==> src/rtl/mem_bus_arbiter.sv <==
// Two-master (CPU / video) arbiter in front of a banked memory with a 2-stage read pipeline.
// mem_rdata is sampled at the end of the command cycle, so rvalid arrives 2 cycles after grant.
module mem_bus_arbiter #(
  parameter int unsigned DATA_W    = 32,
  parameter int unsigned ADDR_W    = 32,
  parameter int unsigned NUM_BANKS = 3,
  parameter int unsigned VID_BANK  = 2,
  parameter int unsigned MODE      = 0,
  localparam int unsigned BANK_W   = (NUM_BANKS > 1) ? $clog2(NUM_BANKS) : 1
) (
  input  logic                        clk,
  input  logic                        reset,
  input  logic                        cpu_req,
  input  logic                        cpu_we,
  input  logic [BANK_W-1:0]           cpu_bank,
  input  logic [ADDR_W-1:0]           cpu_addr,
  input  logic [DATA_W-1:0]           cpu_wdata,
  input  logic                        cpu_done,
  output logic                        cpu_gnt,
  output logic                        cpu_rvalid,
  output logic [DATA_W-1:0]           cpu_rdata,
  input  logic                        vid_en,
  input  logic                        vid_req,
  input  logic [ADDR_W-1:0]           vid_addr,
  output logic                        vid_gnt,
  output logic                        vid_rvalid,
  output logic [DATA_W-1:0]           vid_rdata,
  output logic [ADDR_W-1:0]           mem_addr,
  output logic [DATA_W-1:0]           mem_wdata,
  output logic [NUM_BANKS-1:0]        mem_we,
  input  logic [NUM_BANKS*DATA_W-1:0] mem_rdata,
  output logic                        finished
);

  logic                 finished_q;
  logic                 rr_q, rr_d;
  logic [ADDR_W-1:0]    mem_addr_q, mem_addr_d;
  logic [DATA_W-1:0]    mem_wdata_q, mem_wdata_d;
  logic [NUM_BANKS-1:0] mem_we_q, mem_we_d;
  logic                 s1_valid_q, s1_valid_d;
  logic                 s1_vid_q, s1_vid_d;
  logic [BANK_W-1:0]    s1_bank_q, s1_bank_d;
  logic                 cpu_rvalid_q, cpu_rvalid_d;
  logic                 vid_rvalid_q, vid_rvalid_d;
  logic [DATA_W-1:0]    cpu_rdata_q, vid_rdata_q;
  logic [DATA_W-1:0]    rd_sel;
  logic                 cpu_elig, vid_elig, cpu_r, vid_r;

  always_comb begin
    if (MODE == 0) begin
      cpu_elig = ~finished_q;
      vid_elig = finished_q & vid_en;
    end else begin
      cpu_elig = 1'b1;
      vid_elig = vid_en;
    end
    cpu_r = reset & cpu_req & cpu_elig;
    vid_r = reset & vid_req & vid_elig;
    // rr_q = 1 means the CPU won last, so video wins the next conflict
    cpu_gnt = cpu_r & (~vid_r | ~rr_q);
    vid_gnt = vid_r & ~cpu_gnt;
  end

  always_comb begin
    rr_d        = rr_q;
    mem_addr_d  = mem_addr_q;
    mem_wdata_d = mem_wdata_q;
    mem_we_d    = '0;
    s1_valid_d  = 1'b0;
    s1_vid_d    = s1_vid_q;
    s1_bank_d   = s1_bank_q;
    if (cpu_gnt) begin
      rr_d        = 1'b1;
      mem_addr_d  = cpu_addr;
      mem_wdata_d = cpu_wdata;
      s1_valid_d  = ~cpu_we;
      s1_vid_d    = 1'b0;
      s1_bank_d   = cpu_bank;
      if (cpu_we) begin
        // Out-of-range banks match no k and so raise no write enable
        for (int k = 0; k < int'(NUM_BANKS); k++) begin
          mem_we_d[k] = (cpu_bank == BANK_W'(k));
        end
      end
    end else if (vid_gnt) begin
      rr_d       = 1'b0;
      mem_addr_d = vid_addr;
      s1_valid_d = 1'b1;
      s1_vid_d   = 1'b1;
      s1_bank_d  = BANK_W'(VID_BANK);
    end
  end

  always_comb begin
    rd_sel = '0;
    for (int k = 0; k < int'(NUM_BANKS); k++) begin
      if (s1_bank_q == BANK_W'(k)) rd_sel = mem_rdata[k*DATA_W +: DATA_W];
    end
    cpu_rvalid_d = s1_valid_q & ~s1_vid_q;
    vid_rvalid_d = s1_valid_q & s1_vid_q;
  end

  always_ff @(posedge clk or negedge reset) begin
    if (!reset) begin
      finished_q   <= 1'b0;
      rr_q         <= 1'b0;
      mem_addr_q   <= '0;
      mem_wdata_q  <= '0;
      mem_we_q     <= '0;
      s1_valid_q   <= 1'b0;
      s1_vid_q     <= 1'b0;
      s1_bank_q    <= '0;
      cpu_rvalid_q <= 1'b0;
      vid_rvalid_q <= 1'b0;
      cpu_rdata_q  <= '0;
      vid_rdata_q  <= '0;
    end else begin
      finished_q   <= finished_q | cpu_done;
      rr_q         <= rr_d;
      mem_addr_q   <= mem_addr_d;
      mem_wdata_q  <= mem_wdata_d;
      mem_we_q     <= mem_we_d;
      s1_valid_q   <= s1_valid_d;
      s1_vid_q     <= s1_vid_d;
      s1_bank_q    <= s1_bank_d;
      cpu_rvalid_q <= cpu_rvalid_d;
      vid_rvalid_q <= vid_rvalid_d;
      if (cpu_rvalid_d) cpu_rdata_q <= rd_sel;
      if (vid_rvalid_d) vid_rdata_q <= rd_sel;
    end
  end

  assign finished   = finished_q;
  assign mem_addr   = mem_addr_q;
  assign mem_wdata  = mem_wdata_q;
  assign mem_we     = mem_we_q;
  assign cpu_rvalid = cpu_rvalid_q;
  assign vid_rvalid = vid_rvalid_q;
  assign cpu_rdata  = cpu_rdata_q;
  assign vid_rdata  = vid_rdata_q;

endmodule

==> config.mk <==
export PLATFORM = sky130hd
export DESIGN_NAME = mem_bus_arbiter
export DESIGN_NICKNAME = d
export VERILOG_FILES = /design/src/rtl/mem_bus_arbiter.sv
export SDC_FILE = /design/constraint.sdc
export NUM_CORES = 1
export LEC_CHECK = 0
export CAP_MARGIN = 20
export CORE_AREA = 4 4 129 131
export DETAILED_ROUTE_END_ITERATION = 8
export DIE_AREA = 0 0 133 135
export MAX_ROUTING_LAYER = met4
export PLACE_DENSITY_LB_ADDON = 0.3
export SYNTH_ARGS = -nofsm -noshare
export SYNTH_HDL_FRONTEND = slang
export SYNTH_SLANG_ARGS = --single-unit
export TNS_END_PERCENT = 10
==> constraint.sdc <==
create_clock -name clk -period 1.61 [get_ports clk]
set_input_delay 0.322 -clock clk [delete_from_list [all_inputs] [get_ports clk]]
set_output_delay 0.322 -clock clk [all_outputs]
set_load 0.02 [all_outputs]
# [After elaboration in Yosys (flattened, before gate mapping)]
# Index checks and enable logic that the tools add are counted.
[totals] out_inout_bits=136 wordCells=51 regBits=139
[classes] muxes=15 bitwise_logic=17 reduce_logical=3 n_eq_ne=4
[ops] op="32-bit 2-to-1 mux" n=5
[ops] op="1-bit bitwise AND" n=9
[ops] op="1-bit 2-to-1 mux" n=6
[ops] op="3-bit 2-to-1 mux" n=2
[ops] op="1-bit NOT" n=6
[ops] op="2-bit by 1-bit == test with 1-bit output, second input constant" n=2
[ops] op="2-bit == test, second input constant" n=2
[ops] op="2-bit logical NOT" n=2
[ops] op="2-bit 2-to-1 mux" n=2
[ops] op="1-bit OR" n=2
[ops] op="2-bit nonzero test" n=1

# [Logic depth before layout (Yosys ltp)]
[logic_depth] word_depth=9 ltp_mapped=6 depth_no_buf=4

# [Least setup slack after synthesis]
# No wires, ideal clock.
[synth_timing] path_type="register -> output" startpoint="reg finished_q (netlist: finished)" endpoint="out vid_gnt" path_buffers=1 required_time_ns=1.288 path_stages_with_launch=4 setup_slack_ns=0.282 arrival_ns=1.006 path_cell_list="dfrtp_1 nand4_2 inv_2 buf_4"
[synth_between] elab_chain_len=7
[synth_lines] element="start, declared" line_no="35" rtl="logic finished_q;"
[synth_lines] element="start signal, assigned" line_no="118" rtl="finished_q <= finished_q | cpu_done;"
[synth_lines] element="1-bit bitwise AND" line_no="52" rtl="vid_elig = finished_q & vid_en;"
[synth_lines] element="1-bit bitwise AND" line_no="58" rtl="vid_r = reset & vid_req & vid_elig;"
[synth_lines] element="1-bit NOT" line_no="60" rtl="cpu_gnt = cpu_r & (~vid_r | ~rr_q);"
[synth_lines] element="1-bit OR" line_no="60"
[synth_lines] element="1-bit bitwise AND" line_no="60"
[synth_lines] element="1-bit NOT" line_no="61" rtl="vid_gnt = vid_r & ~cpu_gnt;"
[synth_lines] element="1-bit bitwise AND *" line_no="61"
[synth_lines] element="end, declared" line_no="25" rtl="output logic vid_gnt,"
# Every way passes the cells marked *; elsewhere a longest branch is shown, timed or not.

# [Worst setup path after layout]
[layout_timing] startpoint="reg finished_q (netlist: finished)" endpoint="out cpu_gnt"
[layout_between] elab_chain_len=5
[layout_lines] element="1-bit bitwise AND" line_no="52"
[layout_lines] element="1-bit bitwise AND" line_no="58"
[layout_lines] element="1-bit NOT" line_no="60"
[layout_lines] element="1-bit OR" line_no="60"
[layout_lines] element="1-bit bitwise AND *" line_no="60"
[layout_lines] element="end, declared" line_no="19" rtl="output logic cpu_gnt,"
# Marked as above.

==> impl_metrics.py <==
metrics = {
    "timing": {
        "maxSlewViolCount": 0,
        "final.setup_skew_ns": 0.006268,
        "setup_viol": 0,
        "max_freq_mhz": 638.2,
        "period_needed_ns": 1.567,
        "hold_violations": 0,
        "tightest_slew_ns": 0.7268,
        "relSlewSlack": 0.5155,
        "fin_crit_sh": 0.9733,
        "holdWs_ns": 0.08776,
        "setup_tns_ns": 0,
    },
    "critical_path": {
        "start_kind": "register",
        "cp_slowest_cell": "dfrtp_2",
        "cp.buffers_inverters": 2,
        "crit_required_ns": 1.29,
        "cp.arrival_ns": 1.24,
        "slowest_delay_ns": 0.44,
        "cp_max_fo": 4,
        "critical_path_class": "register to output pin",
        "cp_cell_sequence": "nand3b_4, inv_8, buf_6",
        "critPathTopFamily": "flip-flops",
        "endpoint_kind": "output pin",
    },
    "global_route": {
        "grtUsageMet1": 0.2637,
        "grt_most_used_layer": "met2",
        "grt_pass1_vias": 5959,
        "antenna_found_initial": 0,
        "use_met2": 0.3677,
        "grt_first_pass_wirelength_mm": 31.25,
        "gr-total-overflow": 0,
        "grt_max_degree": 83,
        "grt_usage": 0.2299,
        "grt_util_met3": 0.08569,
    },
    "clock_network": {
        "cts_made_buffers": 17,
        "cts_hold_buffers": 0,
        "cts_max_path_buffers": 2,
        "h-tree-depth": 4,
        "cts_tree": "built",
        "cts-root-buf": "clkbuf_16",
        "clkTransAtPathRegs_ns": 0.06,
        "clock-sinks": 138,
        "clk_latency_ns": 0.42,
    },
    "power": {
        "p_per_area_nw_per_um2": 1142,
        "p_leak_uw": 0.004642,
        "p_seq_frac": 0.386,
        "intPower_uw": 7889,
        "switchingPower_uw": 3613,
        "comb_power_share": 0.272,
        "p_sw_frac": 0.3141,
        "pwr-share-clk": 0.342,
        "ir_worst_vdd_mv": 0.6992,
    },
    "synth": {
        "yosysWarnings": 0,
        "ys_ff_latch": 138,
        "synth_cells": 619,
        "syn_area_sq_um": 5988,
        "avgSynthCellArea_sq_um": 9.674,
        "seq_area_frac_synth": 0.5767,
        "ys_types": 26,
        "syn-num-nets": 820,
    },
    "placed_design": {
        "placed_cells": 1145,
        "routabilityCongestion": 0.8307,
        "place_hpwl_mm": 14.63,
        "port-buffer-count": 336,
    },
    "cells_and_area": {
        "final_nets": 1153,
        "layout.cells.non_filler": 1181,
        "antenna_cells": 0,
        "final_util": 0.6456,
        "fillers": 1348,
        "final_cell_mix": "clkdlybuf4s50_1 (199), nand2_1 (193), dfrtp_1 (137)",
        "layout_commonest_cell": "clkdlybuf4s50_1",
        "synthToLayoutAreaGrowth_pct": 68.16,
        "drive_above_1_share": 0.1047,
    },
    "route": {
        "dr.pass1.iters": 4,
        "drc": 0,
        "routedWlPerCell_microns": 17.17,
        "wirelength_mm": 20.28,
        "avgViaCountPerCell": 4.905,
        "drt-initial-drc-count": 243,
        "via_count": 5793,
        "ant_nets": 0,
    },
    "flow_run": {
        "cap_viol_max_count": 0,
    },
    "floorplanning": {
        "initial_utilization": 0.3839,
        "core_sq_um": 15600,
        "dieArea_sq_um": 17960,
        "io_pins": 337,
        "die_x_microns": 133,
        "die_h_microns": 135,
        "rows": 46,
    },
    "min_path": {
        "hold_path_class": "primary input to async pin",
    },
    "outcome": {
        "status": "finished, final reports clean",
    },
}
## area by class of cell
type                            count  area (sq um)  share of cell area
Multi-Input combinational cell    433          2258              0.2243
Inverter                            3         18.77            0.001864
Timing Repair Buffer              359          3466              0.3442
Clock inverter                     14         162.7             0.01615
Clock buffer                       18         439.2             0.04361
Tap cell                          216         270.3             0.02684
Sequential cell                   138          3455              0.3431
## sequential cells by signal, summed over array words and instances (netlist names)
signal,count
cpu_rdata,32
s1_vid_q,1
vid_rdata,32
s1_bank_q,2
cpu_rvalid,1
vid_rvalid,1
finished,1
s1_valid_q,1
mem_we,3
mem_wdata,32
mem_addr,32
## routing by layer
layer | wire [microns] | up-vias
li1 | - | 2775
met1 | 8031 | 2715
met2 | 9822 | 266
met3 | 1859 | 37
met4 | 569 | 0
met5 | 0 | -
## path summary, 6_finish.rpt
check                               from       endpoint  slack (ns)  cells past startpoint
max                             finished        cpu_gnt        0.04                      3
min                                reset    mem_addr[2]        0.09                      3
max reg2reg                     finished   mem_addr[11]        0.20                      6
min reg2reg                mem_wdata[15]  mem_wdata[15]        0.47                      2
max in group asynchronous          reset  vid_rdata[31]        0.90                      3
min in group clk            cpu_wdata[3]   mem_wdata[3]        0.43                      3
## power groups by stage
| stage | clock network, uW | registers [uW] | logic [uW] |
|---|---|---|---|
| after CTS | 4030 | 4440 | 3170 |
| after detailed placement | 0 | 4520 | 3630 |
| after floorplan | 0 | 5320 | 670 |
| after global routing | 4160 | 4530 | 3380 |
| final | 3930 | 4440 | 3130 |
| after global placement | 0 | 4500 | 3600 |
## what timing repair did
item,in CTS,in global routing
endpoints found under the setup margin,136,1
gates resized for setup,142,1
cloned,0,0
buffers inserted,0,4
## worst min-delay path, stage by stage
cell	delay, ns
buf_6	0.09
buf_4	0.14
buf_12	0.36
## stage by stage
step / setup WS, ns / area, sq um / total power, uW
after detailed placement: -0.3087 / 9598 / 8151
after CTS: -0.02892 / 10040 / 11640
after floorplan: 0.2819 / 5988 / 5993
after global placement: -0.2981 / 9598 / 8099
final: 0.04305 / 10070 / 11500
after global routing: -0.002750 / 10070 / 12060
## synth_stat cells, drive strengths merged
master  count  area, sq um
mux2       32        360.4
clkbuf     12        45.04
nand3      32        160.2
a21oi       1        5.000
or2         1        6.260
nand4       1        12.51
dfrtp     138         3453
nor2       68        255.2
and2        1        6.260
nor3        1        5.000
a22o        1        8.760
a31oi      64        400.4
inv         3        11.26
a22oi      32        240.2
nand2     193        724.4
buf        33        229.0
nor3b       2        25.02
nand3b      1        20.02
nor2b       2        15.02
o21ai       1        5.000
## cells by family after synthesis
| group | Yosys count | synth area share |
|---|---|---|
| buf+inv | 48 | 0.04764 |
| simple gates | 302 | 0.2054 |
| compound gates | 99 | 0.1101 |
| flops | 138 | 0.5767 |
| mux | 32 | 0.06018 |
Note: power is estimated with default switching activity, not from simulation.
